### src/rtl/mt6835_pkg.sv
// Shared definitions for the MT6835 burst-read SPI link.
package mt6835_pkg;

    localparam logic [3:0]  CMD_BURST_RD  = 4'b1010;
    localparam logic [3:0]  CMD_SINGLE_RD = 4'b0011;

    localparam logic [11:0] ADDR_ANGLE_H  = 12'h003;
    localparam logic [11:0] ADDR_ANGLE_M  = 12'h004;
    localparam logic [11:0] ADDR_ANGLE_L  = 12'h005;
    localparam logic [11:0] ADDR_CRC      = 12'h006;

    typedef enum logic [1:0] {
        ST_IDLE,
        ST_CMD,
        ST_DATA,
        ST_IGNORE
    } state_t;

    // One byte of CRC-8, MSB first; caller supplies the running value.
    function automatic logic [7:0] crc8_update(input logic [7:0] crc,
                                               input logic [7:0] data,
                                               input logic [7:0] poly);
        logic [7:0] c;
        c = crc ^ data;
        for (int unsigned i = 0; i < 8; i++) begin
            c = c[7] ? ({c[6:0], 1'b0} ^ poly) : {c[6:0], 1'b0};
        end
        return c;
    endfunction

endpackage

### src/rtl/mt6835_spi_in_sync.sv
// Synchronizes CS/SCK/MOSI into the system clock domain and flags their edges.
module spi_in_sync #(
    parameter int unsigned SYNC_STAGES = 2
) (
    input  logic i_clk,
    input  logic i_rst,
    input  logic i_cs,
    input  logic i_sck,
    input  logic i_mosi,
    output logic o_cs,
    output logic o_mosi,
    output logic o_sck_rise,
    output logic o_sck_fall,
    output logic o_cs_fall,
    output logic o_cs_rise
);

    logic [SYNC_STAGES-1:0] r_cs_sync;
    logic [SYNC_STAGES-1:0] r_sck_sync;
    logic [SYNC_STAGES-1:0] r_mosi_sync;
    logic                   r_cs_prev;
    logic                   r_sck_prev;

    always_ff @(posedge i_clk) begin
        if (!i_rst) begin
            r_cs_sync   <= '1;
            r_sck_sync  <= '0;
            r_mosi_sync <= '0;
            r_cs_prev   <= 1'b1;
            r_sck_prev  <= 1'b0;
        end else begin
            r_cs_sync   <= {r_cs_sync[SYNC_STAGES-2:0], i_cs};
            r_sck_sync  <= {r_sck_sync[SYNC_STAGES-2:0], i_sck};
            r_mosi_sync <= {r_mosi_sync[SYNC_STAGES-2:0], i_mosi};
            r_cs_prev   <= r_cs_sync[SYNC_STAGES-1];
            r_sck_prev  <= r_sck_sync[SYNC_STAGES-1];
        end
    end

    assign o_cs       = r_cs_sync[SYNC_STAGES-1];
    assign o_mosi     = r_mosi_sync[SYNC_STAGES-1];
    assign o_sck_rise =  r_sck_sync[SYNC_STAGES-1] & ~r_sck_prev;
    assign o_sck_fall = ~r_sck_sync[SYNC_STAGES-1] &  r_sck_prev;
    assign o_cs_fall  = ~r_cs_sync[SYNC_STAGES-1]  &  r_cs_prev;
    assign o_cs_rise  =  r_cs_sync[SYNC_STAGES-1]  & ~r_cs_prev;

endmodule

### src/rtl/mt6835_spi_responder.sv
// MT6835 encoder emulator: serves a snapshot of angle/status plus CRC-8 over SPI burst reads.
module mt6835_spi_responder
    import mt6835_pkg::*;
#(
    parameter int unsigned SYNC_STAGES = 2,
    parameter logic [7:0]  CRC_POLY    = 8'h07
) (
    input  logic        i_clk,
    input  logic        i_rst,
    input  logic        spi_cs,
    input  logic        spi_sck,
    input  logic        spi_mosi,
    output logic        spi_miso,
    input  logic [20:0] i_angle,
    input  logic [2:0]  i_status,
    input  logic        i_crc_corrupt,
    output logic        o_busy,
    output logic        o_frame_done,
    output logic        o_frame_abort,
    output logic [3:0]  o_cmd,
    output logic [11:0] o_addr,
    output logic        o_cmd_err
);

    logic        w_cs, w_mosi, w_sck_rise, w_sck_fall, w_cs_fall, w_cs_rise;
    state_t      r_state, w_next_state;
    logic [20:0] r_angle;
    logic [2:0]  r_status;
    logic        r_corrupt;
    logic [7:0]  r_crc, w_crc;
    logic [14:0] r_shift;
    logic [3:0]  r_bitcnt;
    logic [15:0] w_cmd_word;
    logic        w_cmd_ok;
    logic [11:0] r_cur_addr, w_rd_addr;
    logic [7:0]  w_rd_byte, r_tx;
    logic [2:0]  r_txcnt;
    logic        r_burst;

    spi_in_sync #(.SYNC_STAGES(SYNC_STAGES)) u_sync (
        .i_clk      (i_clk),
        .i_rst      (i_rst),
        .i_cs       (spi_cs),
        .i_sck      (spi_sck),
        .i_mosi     (spi_mosi),
        .o_cs       (w_cs),
        .o_mosi     (w_mosi),
        .o_sck_rise (w_sck_rise),
        .o_sck_fall (w_sck_fall),
        .o_cs_fall  (w_cs_fall),
        .o_cs_rise  (w_cs_rise)
    );

    assign w_cmd_word = {r_shift, w_mosi};
    assign w_cmd_ok   = (w_cmd_word[15:12] == CMD_BURST_RD) || (w_cmd_word[15:12] == CMD_SINGLE_RD);
    assign w_crc      = crc8_update(crc8_update(crc8_update(8'h00, r_angle[20:13], CRC_POLY),
                                                r_angle[12:5], CRC_POLY),
                                    {r_angle[4:0], r_status}, CRC_POLY);

    // One address port: start address while in CMD, next burst address while in DATA.
    assign w_rd_addr = (r_state == ST_CMD) ? w_cmd_word[11:0] : r_cur_addr + 12'd1;

    always_comb begin
        w_rd_byte = 8'h00;
        case (w_rd_addr)
            ADDR_ANGLE_H: w_rd_byte = r_angle[20:13];
            ADDR_ANGLE_M: w_rd_byte = r_angle[12:5];
            ADDR_ANGLE_L: w_rd_byte = {r_angle[4:0], r_status};
            ADDR_CRC:     w_rd_byte = r_crc ^ {8{r_corrupt}};
            default:      w_rd_byte = 8'h00;
        endcase
    end

    always_ff @(posedge i_clk) begin
        if (!i_rst) r_state <= ST_IDLE;
        else        r_state <= w_next_state;
    end

    always_comb begin
        w_next_state = r_state;
        case (r_state)
            ST_IDLE:   if (w_cs_fall) w_next_state = ST_CMD;
            ST_CMD: begin
                if (w_cs_rise)
                    w_next_state = ST_IDLE;
                else if (w_sck_rise && r_bitcnt == 4'd15)
                    w_next_state = w_cmd_ok ? ST_DATA : ST_IGNORE;
            end
            ST_DATA:   if (w_cs_rise) w_next_state = ST_IDLE;
            ST_IGNORE: if (w_cs_rise) w_next_state = ST_IDLE;
            default:   w_next_state = ST_IDLE;
        endcase
    end

    always_ff @(posedge i_clk) begin
        if (!i_rst) begin
            r_angle    <= '0;
            r_status   <= '0;
            r_corrupt  <= 1'b0;
            r_crc      <= '0;
            r_shift    <= '0;
            r_bitcnt   <= '0;
            r_cur_addr <= '0;
            r_burst    <= 1'b0;
            r_tx       <= '0;
            r_txcnt    <= '0;
            spi_miso   <= 1'b0;
            o_cmd      <= '0;
            o_addr     <= '0;
            o_cmd_err  <= 1'b0;
            o_frame_done  <= 1'b0;
            o_frame_abort <= 1'b0;
        end else begin
            r_crc         <= w_crc;
            o_frame_done  <= 1'b0;
            o_frame_abort <= 1'b0;
            case (r_state)
                ST_IDLE: begin
                    spi_miso <= 1'b0;
                    if (w_cs_fall) begin
                        r_angle   <= i_angle;
                        r_status  <= i_status;
                        r_corrupt <= i_crc_corrupt;
                        r_bitcnt  <= '0;
                        o_cmd_err <= 1'b0;
                    end
                end
                ST_CMD: begin
                    if (w_cs_rise) begin
                        o_frame_abort <= 1'b1;
                    end else if (w_sck_rise) begin
                        r_shift  <= w_cmd_word[14:0];
                        r_bitcnt <= r_bitcnt + 4'd1;
                        if (r_bitcnt == 4'd15) begin
                            o_cmd      <= w_cmd_word[15:12];
                            o_addr     <= w_cmd_word[11:0];
                            r_cur_addr <= w_cmd_word[11:0];
                            r_burst    <= (w_cmd_word[15:12] == CMD_BURST_RD);
                            r_tx       <= w_rd_byte;
                            r_txcnt    <= '0;
                            if (!w_cmd_ok) o_cmd_err <= 1'b1;
                        end
                    end
                end
                ST_DATA: begin
                    if (w_cs_rise) begin
                        o_frame_done <= 1'b1;
                        spi_miso     <= 1'b0;
                    end else if (w_sck_fall) begin
                        spi_miso <= r_tx[7];
                        r_txcnt  <= r_txcnt + 3'd1;
                        if (r_txcnt == 3'd7) begin
                            r_cur_addr <= r_cur_addr + 12'd1;
                            r_tx       <= r_burst ? w_rd_byte : 8'h00;
                        end else begin
                            r_tx <= {r_tx[6:0], 1'b0};
                        end
                    end
                end
                ST_IGNORE: begin
                    spi_miso <= 1'b0;
                    if (w_cs_rise) o_frame_done <= 1'b1;
                end
                default: spi_miso <= 1'b0;
            endcase
        end
    end

    assign o_busy = ~w_cs & (r_state != ST_IDLE);

endmodule

### config.mk
export PLATFORM = sky130hd
export DESIGN_NAME = mt6835_spi_responder
export DESIGN_NICKNAME = d
export VERILOG_FILES = /design/src/rtl/mt6835_pkg.sv /design/src/rtl/mt6835_spi_in_sync.sv /design/src/rtl/mt6835_spi_responder.sv
export SDC_FILE = /design/constraint.sdc
export NUM_CORES = 1
export LEC_CHECK = 0
export BUFFER_PORTS_ARGS = -buffer_cell sky130_fd_sc_hd__buf_2
export CAP_MARGIN = 5
export CORE_ASPECT_RATIO = 1.4
export CORE_MARGIN = 10
export CORE_UTILIZATION = 55
export DETAILED_ROUTE_END_ITERATION = 12
export GPL_ROUTABILITY_DRIVEN = 0
export GPL_TIMING_DRIVEN = 0
export PLACE_DENSITY = 0.83
export SYNTH_ARGS = -nofsm -noshare
export SYNTH_HDL_FRONTEND = slang
export SYNTH_HIERARCHICAL = 1
export SYNTH_SLANG_ARGS = --single-unit
### constraint.sdc
create_clock -name i_clk -period 4 [get_ports i_clk]
set_input_delay 0.4 -clock i_clk [delete_from_list [all_inputs] [get_ports i_clk]]
set_output_delay 0.4 -clock i_clk [all_outputs]
set_load 0.05 [all_outputs]
# Yosys cells after proc, flatten, opt, wreduce, memory -nomap -nowiden
# Index checks and enable logic that the tools add are counted.
# Widths: inputs -> output; s select.
[totals]
word_cells = 173
rom_bits = 0
output_inout_bits = 21
latch_bits = 0
in_bits = 30
register_bits = 106
mem_count = 0
ram_bits = 0
[op_classes]
multipliers = 0
muxes = 67
n_addsub = 3
n_reduce_logical = 21
div = 0
shift = 0
n_eq_ne = 22
n_bitwise = 37
n_lt_le_gt_ge = 0
[ops]
columns = ["op", "count"]
rows = [
  ["$mux 3", 29],
  ["$mux 12", 7],
  ["$not 3->3", 24],
  ["$mux 8", 7],
  ["$eq 12x3->1 const B", 3],
  ["$pmux 8 s4", 1],
  ["$pmux 12 s2", 1],
  ["$xor 8x8->8", 3],
  ["$pmux 8 s2", 1],
  ["$add 12x1->12 const B", 1],
  ["$eq 12x2->1 const B", 1],
  ["$mux 4", 3],
  ["$reduce_and 6->1", 2],
  ["$ne 2x2->1 const B", 5],
  ["$reduce_and 2->1", 5],
  ["$mux 1", 9],
  ["$eq 4x4->1 const B", 2],
  ["$mux 2", 4],
  ["$ne 2x1->1 const B", 4],
  ["$pmux 4 s2", 1],
  ["$reduce_and 4->1", 2],
  ["$reduce_bool 2->1", 4],
  ["$reduce_and 7->1", 1],
  ["$ne 3x1->1 const B", 2],
  ["other kinds (16)", 28],
]

# Depth between registers and ports, before layout
[depth]
ltp_word = 50
mapped_depth = 11

# Hierarchy
# The synthesis kept the hierarchy.
[modules_own_cells]
columns = ["mod", "instances", "area_per_inst_um2", "seq_area_each_um2", "cells_per_inst"]
rows = [
  ["mt6835_spi_responder", 1, 5213.8, 1961.9, 635],
  ["spi_in_sync", 1, 235.2, 160.2, 20],
]

# Worst setup path after synthesis
# No wires, ideal clock.
[synth_path]
kind = "reg2reg"
start = "register r_state[1]"
end = "register o_addr[10]"
synth_period_minus_slack_ps = 2041
setup_slack_ps = 1959
path_stages_with_launch = 11
t_arrival_ps = 1965
cell_sequence = "dfxtp_1 inv_1 ha_1 buf_2 nor2b_1 nand2_1 or2_2 clkbuf_1 clkbuf_1 nand2_1 a21boi_0"
[synth_between]
elab_chain_cells = 2
[synth_rtl]
columns = ["element", "line", "rtl"]
rows = [
  ["start, declared", "mt6835_spi_responder.sv:26", "state_t r_state, w_next_state;"],
  ["start signal, assigned", "mt6835_spi_responder.sv:76", "else r_state <= w_next_state;"],
  ["$eq 2x1->1", "mt6835_spi_responder.sv:117", "case (r_state)"],
  ["$reduce_and 4->1 (no source line)", "n/a", ""],
  ["end signal, assigned", "mt6835_spi_responder.sv:136", "o_addr <= w_cmd_word[11:0];"],
  ["end, declared", "mt6835_spi_responder.sv:21", "output logic [11:0] o_addr,"],
]
# Every way passes these cells.
# A chain may end at the register's enable or synchronous reset.

# Final worst setup path
[layout_path]
start = "register u_sync.r_cs_sync[1]"
end = "register o_addr[5]"
[layout_between]
elab_chain_cells = 3
[layout_rtl]
columns = ["element", "line", "rtl"]
rows = [
  ["start, declared", "mt6835_spi_in_sync.sv:18", "logic [SYNC_STAGES-1:0] r_cs_sync;"],
  ["start signal, assigned", "mt6835_spi_in_sync.sv:32", "r_cs_sync <= {r_cs_sync[SYNC_STAGES-2:0], i_cs};"],
  ["$and 1x1->1", "mt6835_spi_in_sync.sv:45", "assign o_cs_rise = r_cs_sync[SYNC_STAGES-1] & ~r_cs_prev;"],
  ["named net w_cs_rise", "mt6835_spi_responder.sv:25", "logic w_cs, w_mosi, w_sck_rise, w_sck_fall, w_cs_fall, w_cs_rise;"],
  ["$not 1->1 (no source line)", "n/a", ""],
  ["$reduce_and 4->1 (no source line)", "n/a", ""],
]
# The timed path passes the listed nets, and every way through them passes these cells.

==> results.py <==
metrics = {
    "setup_path": {
        "critPathRequiredTime_ns": 4.27,
        "start_kind": "flop",
        "crit_cells": 8,
        "cp_cell_sequence": "nor2b_1, nor2b_1, nand2_1, or2_2, clkbuf_1, clkbuf_1, nand2_1, a21boi_0",
        "path_max_fanout": 10,
        "crit_buf_inv": 2,
        "reg2regPathDepth": 8,
        "critPathMaxStageDelay_ns": 0.58,
        "slowest_stage": "nor2b_1",
        "critPathTopFamily": "simple AND/OR/NAND/NOR gates",
        "critPathCaptureType": "flop",
        "path_class": "reg2reg",
        "arrival_ns": 2.94,
    },
    "final_layout": {
        "fillers": 823,
        "postLayoutCoreUtil": 0.646,
        "nets": 754,
        "final_area_mm2": 0.00618,
        "diodes": 0,
        "syn_to_final_growth_pct": 13.4,
        "instances_no_fill": 852,
        "layout-drive-gt1-share": 0.125,
    },
    "timing": {
        "rsz0062_at_grt": "false",
        "setup_tns_ns": 0,
        "fmax_mhz": 374,
        "clock_skew_ns": 0.00632,
        "fin_crit_ns": 2.67,
        "tightest_slew_ns": 0.684,
        "hold_viol": 0,
        "setup_viol": 0,
        "finalCritPeriodShare": 0.668,
        "maxSlewHeadroom": 0.543,
        "finalMaxSlewViolations": 0,
    },
    "floorplanning": {
        "ioPinCount": 51,
        "rows": 42,
        "die_y_um": 138,
        "start_util": 0.570,
        "dieArea_mm2": 0.0143,
        "core_mm2": 0.00956,
        "die_w_um": 104,
    },
    "logic_synthesis": {
        "netlist-cell-type-count": 50,
        "seq_area_frac_synth": 0.389,
        "synth_top_area_frac": 0.389,
        "synth_ff_type": "dfxtp_1",
        "ys_warn_count": 6,
        "ys_top_cells_by_area": "dfxtp_1, nand2_1, a21boi_0",
        "syn_area_mm2": 0.00545,
        "avgSynthCellArea_um2": 8.32,
        "ys_seq_elements": 106,
        "syn-num-nets": 693,
        "synthTopCellsByCount": "nand2_1, dfxtp_1, a21boi_0",
        "synthCells": 655,
        "async_reset_ff_frac": 0,
        "synth_edf_count": 0,
        "yosysMostFrequentCell": "nand2_1",
        "yosysTopAreaCell": "dfxtp_1",
    },
    "global_routing": {
        "overflow": 0,
        "grt_pass1_vias": 4782,
        "antenna_found_initial": 0,
        "grt_max_degree": 18,
        "grt_pass1_wl_mm": 22.4,
        "grtUsageTotal": 0.190,
    },
    "power_and_ir_drop": {
        "p_clk_frac": 0.294,
        "power.density_cell_area_mw_per_mm2": 520,
        "leakage_nw": 2.29,
        "netSwitchingPower_mw": 1.07,
        "p_seq_frac": 0.385,
        "max-vdd-ir-drop_uv": 280,
        "switching_share": 0.334,
        "p_int_mw": 2.14,
        "comb_power_share": 0.320,
    },
    "routing": {
        "wl_mm": 13.2,
        "wl_per_cell_um": 15.5,
        "vias": 4688,
        "drtIter0Drc": 265,
        "ant_nets": 0,
        "vias_per_cell": 5.50,
        "dr.pass1.iters": 5,
        "drc": 0,
    },
    "run_status": {
        "outcome": "completed",
    },
    "placement": {
        "dp_hpwl_mm": 10.1,
        "dpl_cell_area_mm2": 0.00586,
        "portBuffers": 50,
        "dp_cells": 837,
    },
    "clock_tree": {
        "cts_root_buf": "clkbuf_16",
        "clk_pin_slew_ns": 0.07,
        "cts_buffers": 9,
        "hold_buffers": 0,
        "cts_buffer_depth": 2,
        "cts_tree": "built",
        "clkLatencyLatePin_ns": 0.35,
        "h-tree-depth": 3,
        "post-cts-setup-buffers": 0,
        "cts_resized": 0,
        "cts_sinks": 106,
    },
    "worst_hold_path": {
        "hp-class": "in2reg",
        "whs_path_depth": 2,
    },
    "job": {
        "maxCapViolations": 0,
    },
}
==> area by class of cell <==
class | count | area [um2] | area share
buffer | 40 | 160 | 0.0259
clock buffer | 9 | 225 | 0.0364
clock inverter | 6 | 90.1 | 0.0146
inverter | 14 | 52.6 | 0.00850
multi-input combinational | 495 | 3110 | 0.504
sequential | 106 | 2120 | 0.343
tap | 132 | 165 | 0.0267
timing repair buffer | 50 | 250 | 0.0405
==> registers in the layout, summed over array words and instances (netlist names) <==
signal / count
r_angle: 21
r_shift: 15
o_addr: 12
r_cur_addr: 12
r_crc: 8
r_tx: 8
o_cmd: 4
r_bitcnt: 4
r_status: 3
r_txcnt: 3
r_state: 2
u_sync/r_cs_sync: 2
u_sync/r_mosi_sync: 2
u_sync/r_sck_sync: 2
o_cmd_err: 1
o_frame_abort: 1
o_frame_done: 1
r_burst: 1
r_corrupt: 1
spi_miso: 1
u_sync/r_cs_prev: 1
u_sync/r_sck_prev: 1
==> cell families (layout without fill, tap and decap cells) <==
kind of cell | count (synthesis) | in the layout | synth area share
simple gates | 247 | 247 | 0.208
buf+inv | 54 | 119 | 0.0390
flops | 106 | 106 | 0.389
mux | 14 | 14 | 0.0259
xor+xnor | 73 | 73 | 0.127
compound gates | 153 | 153 | 0.192
fa+ha+maj | 8 | 8 | 0.0184
==> per-stage QoR <==
stage | total power [mW] | hold WS, ns | setup slack [ns]
floorplan | 2.05 | 0.386 | 1.96
global placement | 2.23 | 0.389 | 1.52
detailed placement | 2.27 | 0.396 | 1.43
CTS | 3.21 | 0.220 | 1.39
global route | 3.39 | 0.242 | 1.07
finish | 3.21 | 0.222 | 1.33
==> placed cells by master, fill, tap and decap left out, drive strengths merged, types with 5 or more instances in the layout <==
master / netlist / final
a21boi: 60 / 60
a21oi: 29 / 29
inv: 14 / 16
nor3: 7 / 7
nor2: 29 / 29
o21ai: 25 / 25
o221a: 5 / 5
a22oi: 7 / 7
buf: 10 / 60
and2: 26 / 26
and3: 5 / 5
clkbuf: 30 / 39
nor2b: 15 / 15
nand2: 132 / 132
xor2: 27 / 27
nand2b: 7 / 7
dfxtp: 106 / 106
nand4: 7 / 7
xnor2: 46 / 46
nand3: 9 / 9
mux2i: 13 / 13
ha: 8 / 8
==> layer usage <==
layer  routed length, um  GRT usage  up-vias
li1                    -          -     2325
met1                5040      0.191     2155
met2                6960      0.360      171
met3                 738     0.0393       37
met4                 493      0.104        0
met5                   0          0        -
==> final timing paths <==
path / from / end / slack, ns
min: spi_cs / u_sync/r_cs_sync[0] / 0.22
max reg2reg: u_sync/r_cs_sync[1] / o_addr[5] / 1.33
max: u_sync/r_cs_sync[1] / o_addr[5] / 1.33
min reg2reg: u_sync/r_cs_sync[0] / u_sync/r_cs_sync[1] / 0.41
==> power by group through the flow <==
stage,logic [mW],registers (mW),clock network (mW)
after global routing,1.14,1.25,0.998
after CTS,1.02,1.24,0.956
after global placement,0.979,1.25,0
final,1.03,1.24,0.945
after floorplan,0.789,1.26,0
after detailed placement,1.01,1.26,0
Power figures use the tool's default switching activity.
